==> config.mk <==
export PLATFORM = sky130hd
export DESIGN_NAME = ps2_key_tracker
export DESIGN_NICKNAME = d
export VERILOG_FILES = /design/src/rtl/ps2_key_pkg.sv /design/src/rtl/ps2_key_tracker.sv
export SDC_FILE = /design/constraint.sdc
export NUM_CORES = 1
export LEC_CHECK = 0
export CAP_MARGIN = 20
export CORE_MARGIN = 2
export CORE_UTILIZATION = 54
export CTS_CLUSTER_SIZE = 16
export DETAILED_ROUTE_END_ITERATION = 10
export GPL_TIMING_DRIVEN = 0
export PLACE_DENSITY = 0.76
export SYNTH_ARGS = -nofsm -noshare
export SYNTH_HDL_FRONTEND = slang
export SYNTH_SLANG_ARGS = --single-unit
export TNS_END_PERCENT = 20
==> constraint.sdc <==
create_clock -name clk -period 2.65 [get_ports clk]
set_clock_uncertainty 0.1 [all_clocks]
set_input_delay 0.795 -clock clk [delete_from_list [all_inputs] [get_ports clk]]
set_output_delay 0.795 -clock clk [all_outputs]
set_load 0.01 [all_outputs]
==> src/rtl/ps2_key_pkg.sv <==
// Shared PS/2 set-2 protocol constants and the decoder state encoding
// for the key tracker.
package ps2_key_pkg;

    localparam logic [7:0] PS2_EXT       = 8'hE0;
    localparam logic [7:0] PS2_BRK       = 8'hF0;
    localparam logic [7:0] PS2_PAUSE     = 8'hE1;
    localparam logic [7:0] PS2_BAT_OK    = 8'hAA;
    localparam int         PS2_PAUSE_LEN = 7;

    typedef enum logic [2:0] {
        IDLE    = 3'd0,
        EXT     = 3'd1,
        BRK     = 3'd2,
        EXT_BRK = 3'd3,
        SKIP    = 3'd4
    } ps2_state_e;

endpackage

==> src/rtl/ps2_key_tracker.sv <==
// Decodes PS/2 set-2 make/break sequences and tracks the held state of a
// fixed table of keys, with one-cycle press/release pulses per key.
module ps2_key_tracker
    import ps2_key_pkg::*;
#(
    parameter int                  N_KEYS         = 4,
    parameter logic [8*N_KEYS-1:0] KEY_CODES      = {8'h72, 8'h75, 8'h1B, 8'h1D},
    parameter logic [N_KEYS-1:0]   KEY_EXT        = 4'b1100,
    parameter int                  TIMEOUT_CYCLES = 1_000_000
) (
    input  logic              clk,
    input  logic              reset,
    input  logic              scan_code_ready,
    input  logic [7:0]        scan_code,
    output logic [N_KEYS-1:0] key_down,
    output logic [N_KEYS-1:0] key_press,
    output logic [N_KEYS-1:0] key_release,
    output logic              any_down,
    output ps2_state_e        state_dbg
);

    // Handshake: scan_code is meaningful only in a cycle where scan_code_ready
    // is high; there is no back-pressure, every strobe is consumed on its edge.

    localparam int                CNT_W      = $clog2(TIMEOUT_CYCLES + 1);
    localparam logic [CNT_W-1:0]  CNT_LAST   = CNT_W'(TIMEOUT_CYCLES - 1);
    localparam int                SKIP_W     = $clog2(PS2_PAUSE_LEN + 1);
    localparam logic [SKIP_W-1:0] SKIP_INIT  = SKIP_W'(PS2_PAUSE_LEN);

    ps2_state_e        state_q, state_d;
    logic [SKIP_W-1:0] skip_q, skip_d;
    logic [CNT_W-1:0]  cnt_q, cnt_d;
    logic [N_KEYS-1:0] down_q, down_d;
    logic [N_KEYS-1:0] press_q, press_d;
    logic [N_KEYS-1:0] release_q, release_d;

    logic make_vld;
    logic brk_vld;
    logic code_ext;
    logic clear_all;

    always_ff @(posedge clk or posedge reset) begin
        if (reset) begin
            state_q   <= IDLE;
            skip_q    <= '0;
            cnt_q     <= '0;
            down_q    <= '0;
            press_q   <= '0;
            release_q <= '0;
        end else begin
            state_q   <= state_d;
            skip_q    <= skip_d;
            cnt_q     <= cnt_d;
            down_q    <= down_d;
            press_q   <= press_d;
            release_q <= release_d;
        end
    end

    always_comb begin
        state_d   = state_q;
        skip_d    = skip_q;
        cnt_d     = '0;
        make_vld  = 1'b0;
        brk_vld   = 1'b0;
        code_ext  = 1'b0;
        clear_all = 1'b0;

        if (state_q == IDLE) begin
            if (scan_code_ready) begin
                case (scan_code)
                    PS2_EXT:    state_d = EXT;
                    PS2_BRK:    state_d = BRK;
                    PS2_PAUSE: begin
                        state_d = SKIP;
                        skip_d  = SKIP_INIT;
                    end
                    PS2_BAT_OK: clear_all = 1'b1;
                    default:    make_vld  = 1'b1;
                endcase
            end
        end else if (scan_code_ready) begin
            // A strobe always wins over a timeout landing in the same cycle.
            case (state_q)
                EXT: begin
                    if (scan_code == PS2_BRK) begin
                        state_d = EXT_BRK;
                    end else begin
                        make_vld = 1'b1;
                        code_ext = 1'b1;
                        state_d  = IDLE;
                    end
                end
                BRK: begin
                    brk_vld = 1'b1;
                    state_d = IDLE;
                end
                EXT_BRK: begin
                    brk_vld  = 1'b1;
                    code_ext = 1'b1;
                    state_d  = IDLE;
                end
                SKIP: begin
                    if (skip_q <= SKIP_W'(1)) begin
                        skip_d  = '0;
                        state_d = IDLE;
                    end else begin
                        skip_d = skip_q - SKIP_W'(1);
                    end
                end
                default: state_d = IDLE;
            endcase
        end else if (cnt_q == CNT_LAST) begin
            state_d = IDLE;
            skip_d  = '0;
        end else begin
            cnt_d = cnt_q + CNT_W'(1);
        end
    end

    for (genvar i = 0; i < N_KEYS; i++) begin : g_key
        logic hit;
        assign hit          = (scan_code == KEY_CODES[8*i +: 8]) && (code_ext == KEY_EXT[i]);
        assign down_d[i]    = clear_all          ? 1'b0 :
                              (hit && make_vld)  ? 1'b1 :
                              (hit && brk_vld)   ? 1'b0 : down_q[i];
        assign press_d[i]   = down_d[i] & ~down_q[i];
        assign release_d[i] = ~down_d[i] & down_q[i];
    end

    assign key_down    = down_q;
    assign key_press   = press_q;
    assign key_release = release_q;
    assign any_down    = |down_q;
    assign state_dbg   = state_q;

endmodule

==> results.yml <==
cts:
  htree_levels: 2
  clkSlewWorstSetupHoldPaths_ns: 0.07
  clk_latency_ns: 0.29
  cts_tree: "done"
  cts-buffers-inserted: 5
  clock_sinks: 38
  ctsHoldBuffers: 0
  cts-root-buf: "clkbuf_8"
  clockBufferDepth: 2
place:
  io_buffer_count: 26
  dp_hpwl_mm: 3.20
  gp_congestion: 0.808
route:
  num_vias: 1760
  antenna_left: 0
  wl_mm: 4.58
  dr.pass1.iters: 5
  route.detailed.drc: 0
  drt-initial-drc-count: 119
  wl_per_cell_um: 15.6
  via_per_inst: 5.99
pwr:
  p_leak_nw: 1.06
  pwr-share-comb_pct: 9.3
  ir_worst_vdd_mv: 0.446
  swShare_pct: 20.8
  seq_power_share_pct: 45.7
  clockPowerShare_pct: 45.1
  switchingPower_mw: 0.277
  power_density_nw_per_um2: 525
  p_int_mw: 1.06
setup_path:
  cpPeakStageDelay_ns: 0.51
  worstSetupStartpointType: "input port"
  required_ns: 2.73
  worstPathArrival_ns: 2.73
  crit_path_end_kind: "flop"
  slowest_stage: "or4_1"
  crit_fanout: 4
  path_class: "input port to flop"
  crit_path_cell_trace: "dlygate4sd2_1, nor3b_4, a31oi_1, or4_1, buf_6, or3b_1, a32o_1"
synth:
  synth_cells: 204
  synth_top_area_share_pct: 47.9
  synth_cell_types: 44
  synth_area_um2: 1990
  async_reset_ff_share_pct: 100
  synth_area_leaders: "dfrtp_1, nor2_1, xor2_1"
  synth.most_common_cell: "dfrtp_1"
  synth_edf_count: 0
  synth_ff_type: "dfrtp_1"
  syn-num-nets: 217
  yosysSeqAreaShare_pct: 47.9
  synth_top_area_cell: "dfrtp_1"
  synth.avg_cell_area_um2: 9.73
  ys_ff_latch: 38
  synthTopCellsByCount: "dfrtp_1, nor2_1, nand2_1"
  yosysWarningCount: 0
floorplan:
  die_x_um: 64.6
  num_rows: 22
  start_util_pct: 55.1
  dieArea_um2: 4180
  core_area_um2: 3610
  die_y_um: 64.6
  io_pins: 27
global_route:
  antenna_found_initial: 0
  grt_overflow_total: 0
  grt_pass1_vias: 1742
  grt_max_degree: 22
  grt_first_pass_wirelength_mm: 8.01
  grt_usage_pct: 25.0
timing:
  final.setup.tns_ns: -0.00514
  max_freq_mhz: 377
  rsz0062_at_grt: "yes"
  period_needed_ns: 2.66
  worstMarginPinSlew_ns: 0.886
  final_hold_viol_count: 0
  setup_ws_ns: -0.00514
  slew_headroom_pct: 40.8
  period_share_pct: 100
  slew_viol_final: 0
  setup_violations: 1
layout:
  area_growth_pct: 27.8
  diodes: 0
  drive_gt1_share_pct: 11.0
  final_nets: 258
  post-route-util_pct: 70.4
min_path:
  min_path_type: "flop to flop"
outcome:
  failed_checks: "negative setup slack"
  outcome: "finished with violations"
flow_run:
  max_cap_violations: 0
-- stage by stage --
| step | std cells | hold WS [ns] | area, µm² | worst slack [ns] | total power [mW] |
|---|---|---|---|---|---|
| after global routing | 294 | 0.433 | 2540 | -0.0312 | 1.39 |
| after CTS | 294 | 0.415 | 2540 | 0.0182 | 1.34 |
| final | 294 | 0.418 | 2540 | -0.00514 | 1.33 |
| after floorplan | 204 | 0.355 | 1990 | 0.0846 | 0.682 |
| after global placement | 278 | 0.389 | 2310 | -0.575 | 0.724 |
| after detailed placement | 279 | 0.400 | 2330 | -0.593 | 0.740 |
-- placed cells by master, fill, tap and decap left out, types with 3 or more instances in the layout --
cell	n
inv_1	5
buf_4	7
dfrtp_1	38
nor3b_1	3
o31ai_1	4
nand3_1	7
and2_1	4
nor4b_1	4
or3_1	4
and3_1	3
nand4_1	7
nor4_1	3
clkbuf_1	5
clkdlybuf4s50_1	16
and4_1	3
clkbuf_8	6
a21boi_0	3
nand2b_1	3
nor2_1	26
o21ai_0	7
xor2_1	9
nand3b_1	5
xnor2_1	8
nor3_1	7
nand2_1	14
dlygate4sd2_1	8
or4_1	4
-- metal layers --
| layer | wire (µm) | up-vias | track usage (%) |
|---|---|---|---|
| li1 | - | 819 | - |
| met1 | 2060 | 875 | 33.1 |
| met2 | 2310 | 62 | 40.5 |
| met3 | 203 | 4 | 7.29 |
| met4 | 13 | 0 | 6.38 |
| met5 | 0 | - | 0 |
-- cells by family (layout without fill, tap and decap cells) --
logic type,after synthesis,after routing,share of synthesized area (%)
xor+xnor,17,17,7.50
flops,38,38,47.9
simple gates,106,106,30.9
buf+inv,13,55,2.58
compound gates,28,28,9.89
fa+ha+maj,2,2,1.26
-- registers in the layout, summed over array words and instances (netlist names) --
signal / flops
state_dbg: 3
key_release: 4
cnt_q: 20
key_press: 4
key_down: 4
skip_q: 3
-- layout make-up --
cell class / instances / area [µm²]
clock inverters: 2 / 60.1
plain buffers: 8 / 40.0
repair buffers: 34 / 328
clock buffers: 6 / 82.6
flip-flops and latches: 38 / 951
well taps: 48 / 60.1
fillers: 274 / 1070
inverters: 5 / 18.8
multi-input cells: 153 / 997
-- path summary, 6_finish.rpt --
| check | startpoint | to | slack (ns) | cells after the start |
|---|---|---|---|---|
| min in group asynchronous | reset | key_down[0] | 0.90 | 2 |
| worst min register to register | cnt_q[0] | cnt_q[0] | 0.42 | 1 |
| worst max-delay path | scan_code[1] | key_down[1] | -0.005 | 7 |
| worst max register to register | state_dbg[0] | key_down[1] | 0.31 | 7 |
| worst min-delay path | cnt_q[0] | cnt_q[0] | 0.42 | 1 |
| max in group asynchronous | reset | skip_q[1] | 0.96 | 3 |
-- critical path, delay by kind of cell --
kind | cells | cell delay (ns)
buffers and inverters | 2 | 0.43
AO/OA/AOI/OAI | 2 | 0.39
AND/OR/NAND/NOR | 3 | 1.13
-- power groups by stage --
stage	registers, mW	logic (mW)	clock network (mW)
after floorplan	0.617	0.0651	0
after global placement	0.617	0.107	0
after detailed placement	0.619	0.120	0
after CTS	0.608	0.123	0.612
after global routing	0.610	0.138	0.639
final	0.608	0.123	0.601
-- repair_timing --
| action | CTS | global route |
|---|---|---|
| buffers inserted | 7 | 0 |
| pin swaps | 3 | 0 |
| resized for setup | 13 | 6 |
| endpoints found under the setup margin | 14 | 15 |
| gates cloned | 0 | 0 |
Power figures use the tool's default switching activity.
